--- config.mk ---
export PLATFORM = sky130hd
export DESIGN_NAME = stage_sequencer
export DESIGN_NICKNAME = d
export VERILOG_FILES = /design/src/rtl/stage_sequencer_pkg.sv /design/src/rtl/stage_sequencer_loop_counter3.sv /design/src/rtl/stage_sequencer.sv
export SDC_FILE = /design/constraint.sdc
export NUM_CORES = 1
export LEC_CHECK = 0
export BUFFER_PORTS_ARGS = -buffer_cell sky130_fd_sc_hd__clkbuf_2
export CORE_ASPECT_RATIO = 2
export CORE_MARGIN = 2
export CORE_UTILIZATION = 29
export DETAILED_ROUTE_END_ITERATION = 8
export GPL_TIMING_DRIVEN = 1
export PLACE_DENSITY = 0.48
export SKIP_LAST_GASP = 1
export SYNTH_ARGS = -nofsm -noshare
export SYNTH_HDL_FRONTEND = slang
export SYNTH_SLANG_ARGS = --single-unit
--- constraint.sdc ---
create_clock -name clk -period 2.79 [get_ports clk]
set_input_delay 0.279 -clock clk [delete_from_list [all_inputs] [get_ports clk]]
set_output_delay 0.279 -clock clk [all_outputs]
set_load 0.02 [all_outputs]
--- src/rtl/stage_sequencer_pkg.sv ---
// Shared definitions for the inference stage sequencer.
//   - One-hot stage codes driven onto compute_stage
//   - Per-stage loop bounds (inclusive maxima) and loop nesting order
//   - Pipeline drain length and FSM state encoding
package stage_sequencer_pkg;

  localparam logic [8:0] CODE_CONV1    = 9'h040;
  localparam logic [8:0] CODE_MAXPOOL  = 9'h020;
  localparam logic [8:0] CODE_CONV2    = 9'h010;
  localparam logic [8:0] CODE_CONV3    = 9'h008;
  localparam logic [8:0] CODE_GMAXPOOL = 9'h004;
  localparam logic [8:0] CODE_FC1      = 9'h002;
  localparam logic [8:0] CODE_FC2      = 9'h001;

  localparam int         PIPE_DRAIN = 8;
  localparam logic [2:0] DRAIN_LAST = 3'(PIPE_DRAIN - 1);

  typedef enum logic [1:0] {
    ST_IDLE,
    ST_RUN,
    ST_DRAIN,
    ST_DONE
  } state_t;

  // Stages in execution order; the sequencer steps through them with +1.
  typedef enum logic [2:0] {
    STG_CONV1,
    STG_MAXPOOL,
    STG_CONV2,
    STG_CONV3,
    STG_GMAXPOOL,
    STG_FC1,
    STG_FC2
  } stage_t;

  // Loop nesting, listed innermost first.
  typedef enum logic [1:0] {
    NEST_HDW,
    NEST_DW,
    NEST_WD
  } nest_t;

  typedef struct packed {
    logic [3:0] max_h;
    logic [4:0] max_d;
    logic [8:0] max_w;
    nest_t      nest;
  } bounds_t;

  function automatic logic [8:0] stage_code(input stage_t stage);
    logic [8:0] code;
    case (stage)
      STG_CONV1:    code = CODE_CONV1;
      STG_MAXPOOL:  code = CODE_MAXPOOL;
      STG_CONV2:    code = CODE_CONV2;
      STG_CONV3:    code = CODE_CONV3;
      STG_GMAXPOOL: code = CODE_GMAXPOOL;
      STG_FC1:      code = CODE_FC1;
      STG_FC2:      code = CODE_FC2;
      default:      code = 9'h000;
    endcase
    return code;
  endfunction

  function automatic bounds_t stage_bounds(input stage_t stage);
    bounds_t b;
    b.max_h = 4'd0;
    b.max_d = 5'd0;
    b.max_w = 9'd0;
    b.nest  = NEST_HDW;
    case (stage)
      STG_CONV1:    begin b.max_h = 4'd0;  b.max_d = 5'd7;  b.max_w = 9'd179; b.nest = NEST_HDW; end
      STG_MAXPOOL:  begin b.max_h = 4'd0;  b.max_d = 5'd7;  b.max_w = 9'd89;  b.nest = NEST_DW;  end
      STG_CONV2:    begin b.max_h = 4'd7;  b.max_d = 5'd15; b.max_w = 9'd89;  b.nest = NEST_HDW; end
      STG_CONV3:    begin b.max_h = 4'd15; b.max_d = 5'd31; b.max_w = 9'd89;  b.nest = NEST_HDW; end
      STG_GMAXPOOL: begin b.max_h = 4'd0;  b.max_d = 5'd31; b.max_w = 9'd89;  b.nest = NEST_WD;  end
      STG_FC1:      begin b.max_h = 4'd0;  b.max_d = 5'd15; b.max_w = 9'd6;   b.nest = NEST_WD;  end
      STG_FC2:      begin b.max_h = 4'd0;  b.max_d = 5'd0;  b.max_w = 9'd4;   b.nest = NEST_WD;  end
      default:      begin b.max_h = 4'd0;  b.max_d = 5'd0;  b.max_w = 9'd0;   b.nest = NEST_HDW; end
    endcase
    return b;
  endfunction

endpackage

--- src/rtl/stage_sequencer_loop_counter3.sv ---
// Nested H/D/W iteration counter with selectable nesting order.
// Ports:
//   clk, rst_n           clock and asynchronous active-low reset
//   clear                return all counters to zero (wins over enable)
//   enable               advance one iteration
//   max_h/max_d/max_w    inclusive maxima of the three loops
//   nest                 nesting order, innermost loop first
//   h, d, w              current iteration
//   last                 current iteration is the final one of the stage
module loop_counter3
  import stage_sequencer_pkg::*;
(
  input  logic       clk,
  input  logic       rst_n,
  input  logic       clear,
  input  logic       enable,
  input  logic [3:0] max_h,
  input  logic [4:0] max_d,
  input  logic [8:0] max_w,
  input  nest_t      nest,
  output logic [3:0] h,
  output logic [4:0] d,
  output logic [8:0] w,
  output logic       last
);

  logic h_top, d_top, w_top;

  assign h_top = (h == max_h);
  assign d_top = (d == max_d);
  assign w_top = (w == max_w);
  assign last  = h_top && d_top && w_top;

  // Loops not named in the nesting order have a maximum of zero, so they
  // simply stay at zero for that stage.
  always_ff @(posedge clk or negedge rst_n) begin
    if (!rst_n) begin
      h <= '0;
      d <= '0;
      w <= '0;
    end else if (clear) begin
      h <= '0;
      d <= '0;
      w <= '0;
    end else if (enable) begin
      case (nest)
        NEST_DW: begin
          if (!d_top) begin
            d <= d + 5'd1;
          end else begin
            d <= '0;
            w <= w_top ? 9'd0 : w + 9'd1;
          end
        end
        NEST_WD: begin
          if (!w_top) begin
            w <= w + 9'd1;
          end else begin
            w <= '0;
            d <= d_top ? 5'd0 : d + 5'd1;
          end
        end
        default: begin
          if (!h_top) begin
            h <= h + 4'd1;
          end else begin
            h <= '0;
            if (!d_top) begin
              d <= d + 5'd1;
            end else begin
              d <= '0;
              w <= w_top ? 9'd0 : w + 9'd1;
            end
          end
        end
      endcase
    end
  end

endmodule

--- src/rtl/stage_sequencer.sv ---
// Inference stage sequencer: walks CONV1..FC2, issuing one (stage, H, D, W)
// iteration per cycle, with a fixed pipeline drain between stages.
// Ports:
//   clk, rst_n      clock and asynchronous active-low reset
//   start           one-cycle run request, honoured only while idle
//   stall           downstream hold; freezes iteration progress while high
//   compute_stage   one-hot stage code of the issued iteration, 0 = bubble
//   height/depth/width  loop indices of the issued iteration
//   busy            high from first issue through final drain bubble
//   done            one-cycle pulse after the final drain bubble
module stage_sequencer
  import stage_sequencer_pkg::*;
(
  input  logic       clk,
  input  logic       rst_n,
  input  logic       start,
  input  logic       stall,
  output logic [8:0] compute_stage,
  output logic [3:0] height,
  output logic [4:0] depth,
  output logic [8:0] width,
  output logic       busy,
  output logic       done
);

  state_t     state, state_nxt;
  stage_t     stage, stage_nxt;
  logic [2:0] drain_cnt, drain_cnt_nxt;

  logic [8:0] compute_stage_nxt;
  logic [3:0] height_nxt;
  logic [4:0] depth_nxt;
  logic [8:0] width_nxt;
  logic       busy_nxt, done_nxt;

  logic       issue, cnt_en, cnt_clr, cnt_last;
  logic [3:0] cnt_h;
  logic [4:0] cnt_d;
  logic [8:0] cnt_w;
  bounds_t    bounds;

  assign bounds = stage_bounds(stage);

  loop_counter3 u_counter (
    .clk    (clk),
    .rst_n  (rst_n),
    .clear  (cnt_clr),
    .enable (cnt_en),
    .max_h  (bounds.max_h),
    .max_d  (bounds.max_d),
    .max_w  (bounds.max_w),
    .nest   (bounds.nest),
    .h      (cnt_h),
    .d      (cnt_d),
    .w      (cnt_w),
    .last   (cnt_last)
  );

  // State and all outputs are registered; nothing reaches a port
  // combinationally from start or stall.
  always_ff @(posedge clk or negedge rst_n) begin
    if (!rst_n) begin
      state         <= ST_IDLE;
      stage         <= STG_CONV1;
      drain_cnt     <= '0;
      compute_stage <= '0;
      height        <= '0;
      depth         <= '0;
      width         <= '0;
      busy          <= 1'b0;
      done          <= 1'b0;
    end else begin
      state         <= state_nxt;
      stage         <= stage_nxt;
      drain_cnt     <= drain_cnt_nxt;
      compute_stage <= compute_stage_nxt;
      height        <= height_nxt;
      depth         <= depth_nxt;
      width         <= width_nxt;
      busy          <= busy_nxt;
      done          <= done_nxt;
    end
  end

  // The start cycle itself issues CONV1 (0,0,0) so the first iteration
  // appears on the edge that samples start. Index outputs hold their last
  // issued value through stall and drain bubbles.
  always_comb begin
    state_nxt         = state;
    stage_nxt         = stage;
    drain_cnt_nxt     = drain_cnt;
    compute_stage_nxt = '0;
    height_nxt        = height;
    depth_nxt         = depth;
    width_nxt         = width;
    busy_nxt          = 1'b0;
    done_nxt          = 1'b0;
    issue             = 1'b0;
    cnt_en            = 1'b0;
    cnt_clr           = 1'b0;

    case (state)
      ST_IDLE: begin
        stage_nxt  = STG_CONV1;
        height_nxt = '0;
        depth_nxt  = '0;
        width_nxt  = '0;
        cnt_clr    = 1'b1;
        if (start) begin
          cnt_clr   = 1'b0;
          issue     = 1'b1;
          busy_nxt  = 1'b1;
          state_nxt = ST_RUN;
        end
      end
      ST_RUN: begin
        busy_nxt = 1'b1;
        issue    = !stall;
      end
      ST_DRAIN: begin
        busy_nxt = 1'b1;
        if (drain_cnt == DRAIN_LAST) begin
          drain_cnt_nxt = '0;
          if (stage == STG_FC2) begin
            state_nxt = ST_DONE;
          end else begin
            stage_nxt = stage_t'(stage + 3'd1);
            state_nxt = ST_RUN;
          end
        end else begin
          drain_cnt_nxt = drain_cnt + 3'd1;
        end
      end
      ST_DONE: begin
        done_nxt   = 1'b1;
        height_nxt = '0;
        depth_nxt  = '0;
        width_nxt  = '0;
        stage_nxt  = STG_CONV1;
        state_nxt  = ST_IDLE;
      end
      default: begin
        state_nxt = ST_IDLE;
      end
    endcase

    // The final iteration of a stage clears the counter so the next stage
    // begins at (0,0,0) once the drain completes.
    if (issue) begin
      compute_stage_nxt = stage_code(stage);
      height_nxt        = cnt_h;
      depth_nxt         = cnt_d;
      width_nxt         = cnt_w;
      if (cnt_last) begin
        cnt_clr   = 1'b1;
        state_nxt = ST_DRAIN;
      end else begin
        cnt_en = 1'b1;
      end
    end
  end

endmodule

==> summary.txt <==
Worst setup path
  • End of the worst register-to-register path: u_counter.d[0]
  • Ordered cell list for the critical path: inv_1 > ha_1 > nand2b_4 > or3_1 > a2111o_1 > o31ai_1 > buf_4 > o21a_1 > mux2_2
  • Data required time of the worst path: 2.97 ns
  • Startpoint of the lowest-slack register-to-register path: stage[0]
  • Element type at the critical path start: register
  • Endpoint arrival time on the critical path: ~2.8 ns
  • Setup Crit Path Kind: register to register
  • Maximum cell stage delay along the critical path: 0.42 ns
  • Worst r2r path cells: 9
  • Timing startpoint of the critical path: stage[0]
  • Element type at the critical path end: register
  • Crit-path max FO: 7
  • End point of the critical path: u_counter.d[0]
  • Crit path max-delay cell type: sky130_fd_sc_hd__dfrtp_1
  • Flop-to-flop setup slack: between 0.15 and 0.2 ns

GRT
  • Total congestion overflow after global routing: 0
  • Antenna violations before repair: 0
  • Pin count of the biggest net entering global routing: 23
  • Number of global-route vias before repair: approximately 2500
  • Overall Global Routing Usage: 15.0%
  • Wire length of the first global-routing pass: about 13000 um

Placement
  • Instance area at placement: 0.00322 mm2
  • Placed wire-length estimate after detailed placement: about 5600 um
  • Port buffer count: 30
  • Pre-CTS WS: 0.0790 ns
  • Routability congestion estimate: 0.816
  • Post-Place Cells: 463

Finish
  • Layout filler cell count: 1049
  • Fin cells: 475
  • Total Nets Final: 360
  • Layout Area Growth over Synthesis: 19.3%
  • Final design instance area without fill: 0.00345 mm2
  • Final cell utilization of the core: 35.5%
  • Share of final-layout standard cells stronger than drive strength 1: 18.4%
  • Antenna Diode Count: 0

Route
  • Ratio of routed vias to standard cells: 5.00
  • Remaining number of nets flagged by the antenna check after routing: 0
  • Via count: 2377
  • Final wirelength: about 7400 um
  • Residual DRC: 0
  • Number of DRC violations after detailed-routing iteration 0: 165
  • Length of the first detailed-routing pass in iterations: 4
  • Per-cell routed wire length: roughly 15 um

Timing
  • Transition time at the pin with the least slew margin: 0.857 ns
  • Final critical path time including I/O delays and setup: 2.64 ns
  • Setup repair after global routing missed its margin: no
  • Total count of hold-check failures in the final report: 0
  • Headroom to the max-slew limit: a little over two fifths
  • Maximum clock frequency: 379 MHz
  • Setup TNS: 0 ns
  • Final worst path period share: 94.6%
  • Final setup fails: 0
  • Setup clock skew after layout: 0.00494 ns
  • PnR worst setup slack: 0.151 ns
  • Max Transition Viols Final: 0

Power
  • Share of power burned in the clock network: about 37%
  • Total net switching power: 0.000541 W
  • Net switching fraction of the power: 27.6%
  • Leakage power figure: 1.65 nW
  • Total internal power: roughly 0.0014 W
  • Combinational fraction of design power: 16.0%
  • Part of the total power dissipated in sequential elements: 47.4%
  • IR Drop Worst-Case VDD: about 0.25 mV
  • Total power divided by cell area: 568 mW/mm2

Flow run
  • Number of max-cap violations: 0

Yosys
  • Flop and latch count out of synthesis: 53
  • Average size of a mapped cell: between 9 and 10 um2
  • Proportion of netlist area held by the largest area contributor: 45.9%
  • Netlist cell types: 54
  • Dominant cell type by area after synthesis: sky130_fd_sc_hd__dfrtp_1
  • Cells taking the most area after synthesis: sky130_fd_sc_hd__dfrtp_1, sky130_fd_sc_hd__ha_1, sky130_fd_sc_hd__nand2_1
  • Flip-flop cell with the highest count after synthesis: sky130_fd_sc_hd__dfrtp_1
  • Share of synthesized area occupied by flip-flops and latches: 45.9%
  • Post-synthesis cell area: 0.00289 mm2
  • Async S/R FF share, synth: 100%
  • Yosys synthesis warning count: 0
  • Post-Synthesis Cells: 304
  • EDFF count, synth: 0

Die
  • Vertical extent of the die: 145 um
  • Cell Rows: 51
  • Standard cell core area: between 0.009 and 0.01 mm2
  • Starting density of the core: 29.8%
  • IO Count: 33
  • Area enclosed by the die boundary: 0.0108 mm2
  • Chip Width: 74.6 um

Clocking
  • Number of clock sinks: 53
  • Largest buffer count on any clock path: 2
  • Clk_lat worst skew: between 0.2 and 0.3 ns
  • Num CTS Buffers: 5
  • TritonCTS clock tree: done
  • Clock-pin slew on the worst setup and hold paths: 0.07 ns
  • CTS Root Buffer Type: sky130_fd_sc_hd__clkbuf_16
  • H-tree levels: 2

Min path
  • Worst min-delay path category: input pin to register
  • Number of instances on the worst hold path: 3

Outcome
  • Run status: finished, final reports clean
-- metal layers --
layer,GRT usage [%],up-vias,part of all wire [%]
met5,0,-,0
met4,7.95,0,4.0
met3,2.08,17,2.8
met2,26.8,47,56
met1,16.2,1153,37
li1,-,1160,-
-- registers in the layout, summed over array words and instances, names as in the netlist --
register       count
u_counter.w        9
width              9
compute_stage      7
depth              5
u_counter.d        5
height             4
u_counter.h        4
drain_cnt          3
stage              3
state              2
busy               1
done               1
-- per-stage QoR --
| step | hold slack [ns] | total power, W |
|---|---|---|
| after global placement | 0.275 | 0.00125 |
| after detailed placement | 0.281 | 0.00126 |
| after floorplan | -0.0166 | 0.00113 |
| final | 0.347 | 0.00196 |
| after global routing | 0.399 | 0.00207 |
| after CTS | 0.346 | 0.00199 |
-- power groups by stage --
stage	combinational, W	sequential, W	clock (W)
3_3_place_gp	0.000307	0.000941	0
4_1_cts	0.000318	0.000928	0.000746
3_5_place_dp	0.000315	0.000943	0
2_1_floorplan	0.000167	0.000965	0
6_report	0.000312	0.000928	0.000717
5_1_grt	0.000358	0.000944	0.000770
-- synth_stat cells (6+ instances only) --
cell / number
sky130_fd_sc_hd__o21ai_0: 27
sky130_fd_sc_hd__ha_1: 14
sky130_fd_sc_hd__nor2_1: 16
sky130_fd_sc_hd__a21oi_1: 6
sky130_fd_sc_hd__nand2_1: 37
sky130_fd_sc_hd__dfrtp_1: 53
sky130_fd_sc_hd__nor2b_1: 13
sky130_fd_sc_hd__buf_2: 6
sky130_fd_sc_hd__nor3_1: 6
sky130_fd_sc_hd__nand3_1: 25
sky130_fd_sc_hd__inv_1: 11
sky130_fd_sc_hd__nand2b_1: 7
sky130_fd_sc_hd__and3_1: 12
-- kinds of logic after synthesis --
family / Yosys count / share of synthesized area, %
AOI/OAI and AO/OA: 74 / 18.3
xor gates and xnor gates: 1 / 0.303
adders and majority gates: 14 / 6.06
buffers and inverters: 27 / 4.33
DFF: 53 / 45.9
muxes: 6 / 2.25
other: 1 / 0.130
and+or+nand+nor: 128 / 22.7
-- worst max-delay path, delay by kind of cell, from the launching register on --
kind | cells | cell delay, ns
buf+inv | 2 | 0.33
mux | 1 | 0.33
compound gates | 3 | 0.76
simple gates | 2 | 0.45
fa+ha+maj | 1 | 0.23
flops | 1 | 0.42
-- placed cells by master (no fill, tap or decap), drive strengths merged, types with 3 or more instances in the layout --
| master | count |
|---|---|
| a21oi | 6 |
| a22o | 5 |
| a32o | 4 |
| and3 | 12 |
| buf | 15 |
| clkbuf | 37 |
| dfrtp | 53 |
| ha | 14 |
| inv | 11 |
| mux2 | 4 |
| nand2 | 37 |
| nand2b | 8 |
| nand3 | 25 |
| nor2 | 16 |
| nor2b | 13 |
| nor3 | 6 |
| nor4 | 3 |
| o211ai | 4 |
| o21ai | 27 |
-- timing repair --
item / in CTS / in global routing
hold endpoints to repair: 18 / 0
resized for setup: 0 / 3
setup buffers: 0 / 3
hold buffers: 1 / 0
endpoints found under the setup margin: 0 / 14
-- area by class of cell --
type / instances / area (um2) / share of cell area, %
Inverter: 11 / 41.3 / 1.20
Clock buffer: 7 / 143 / 4.14
Clock inverter: 1 / 30.0 / 0.871
Tap cell: 132 / 165 / 4.79
Sequential cell: 53 / 1330 / 38.5
Timing Repair Buffer: 46 / 285 / 8.28
Multi-Input combinational cell: 225 / 1460 / 42.2
-- worst min path at each step --
stage | from | to
after CTS | start | busy
final | start | busy
after global placement | rst_n | height[2]
after detailed placement | rst_n | height[2]
after floorplan | rst_n | busy
after global routing | start | busy
Note: power is estimated with default switching activity, not from simulation.
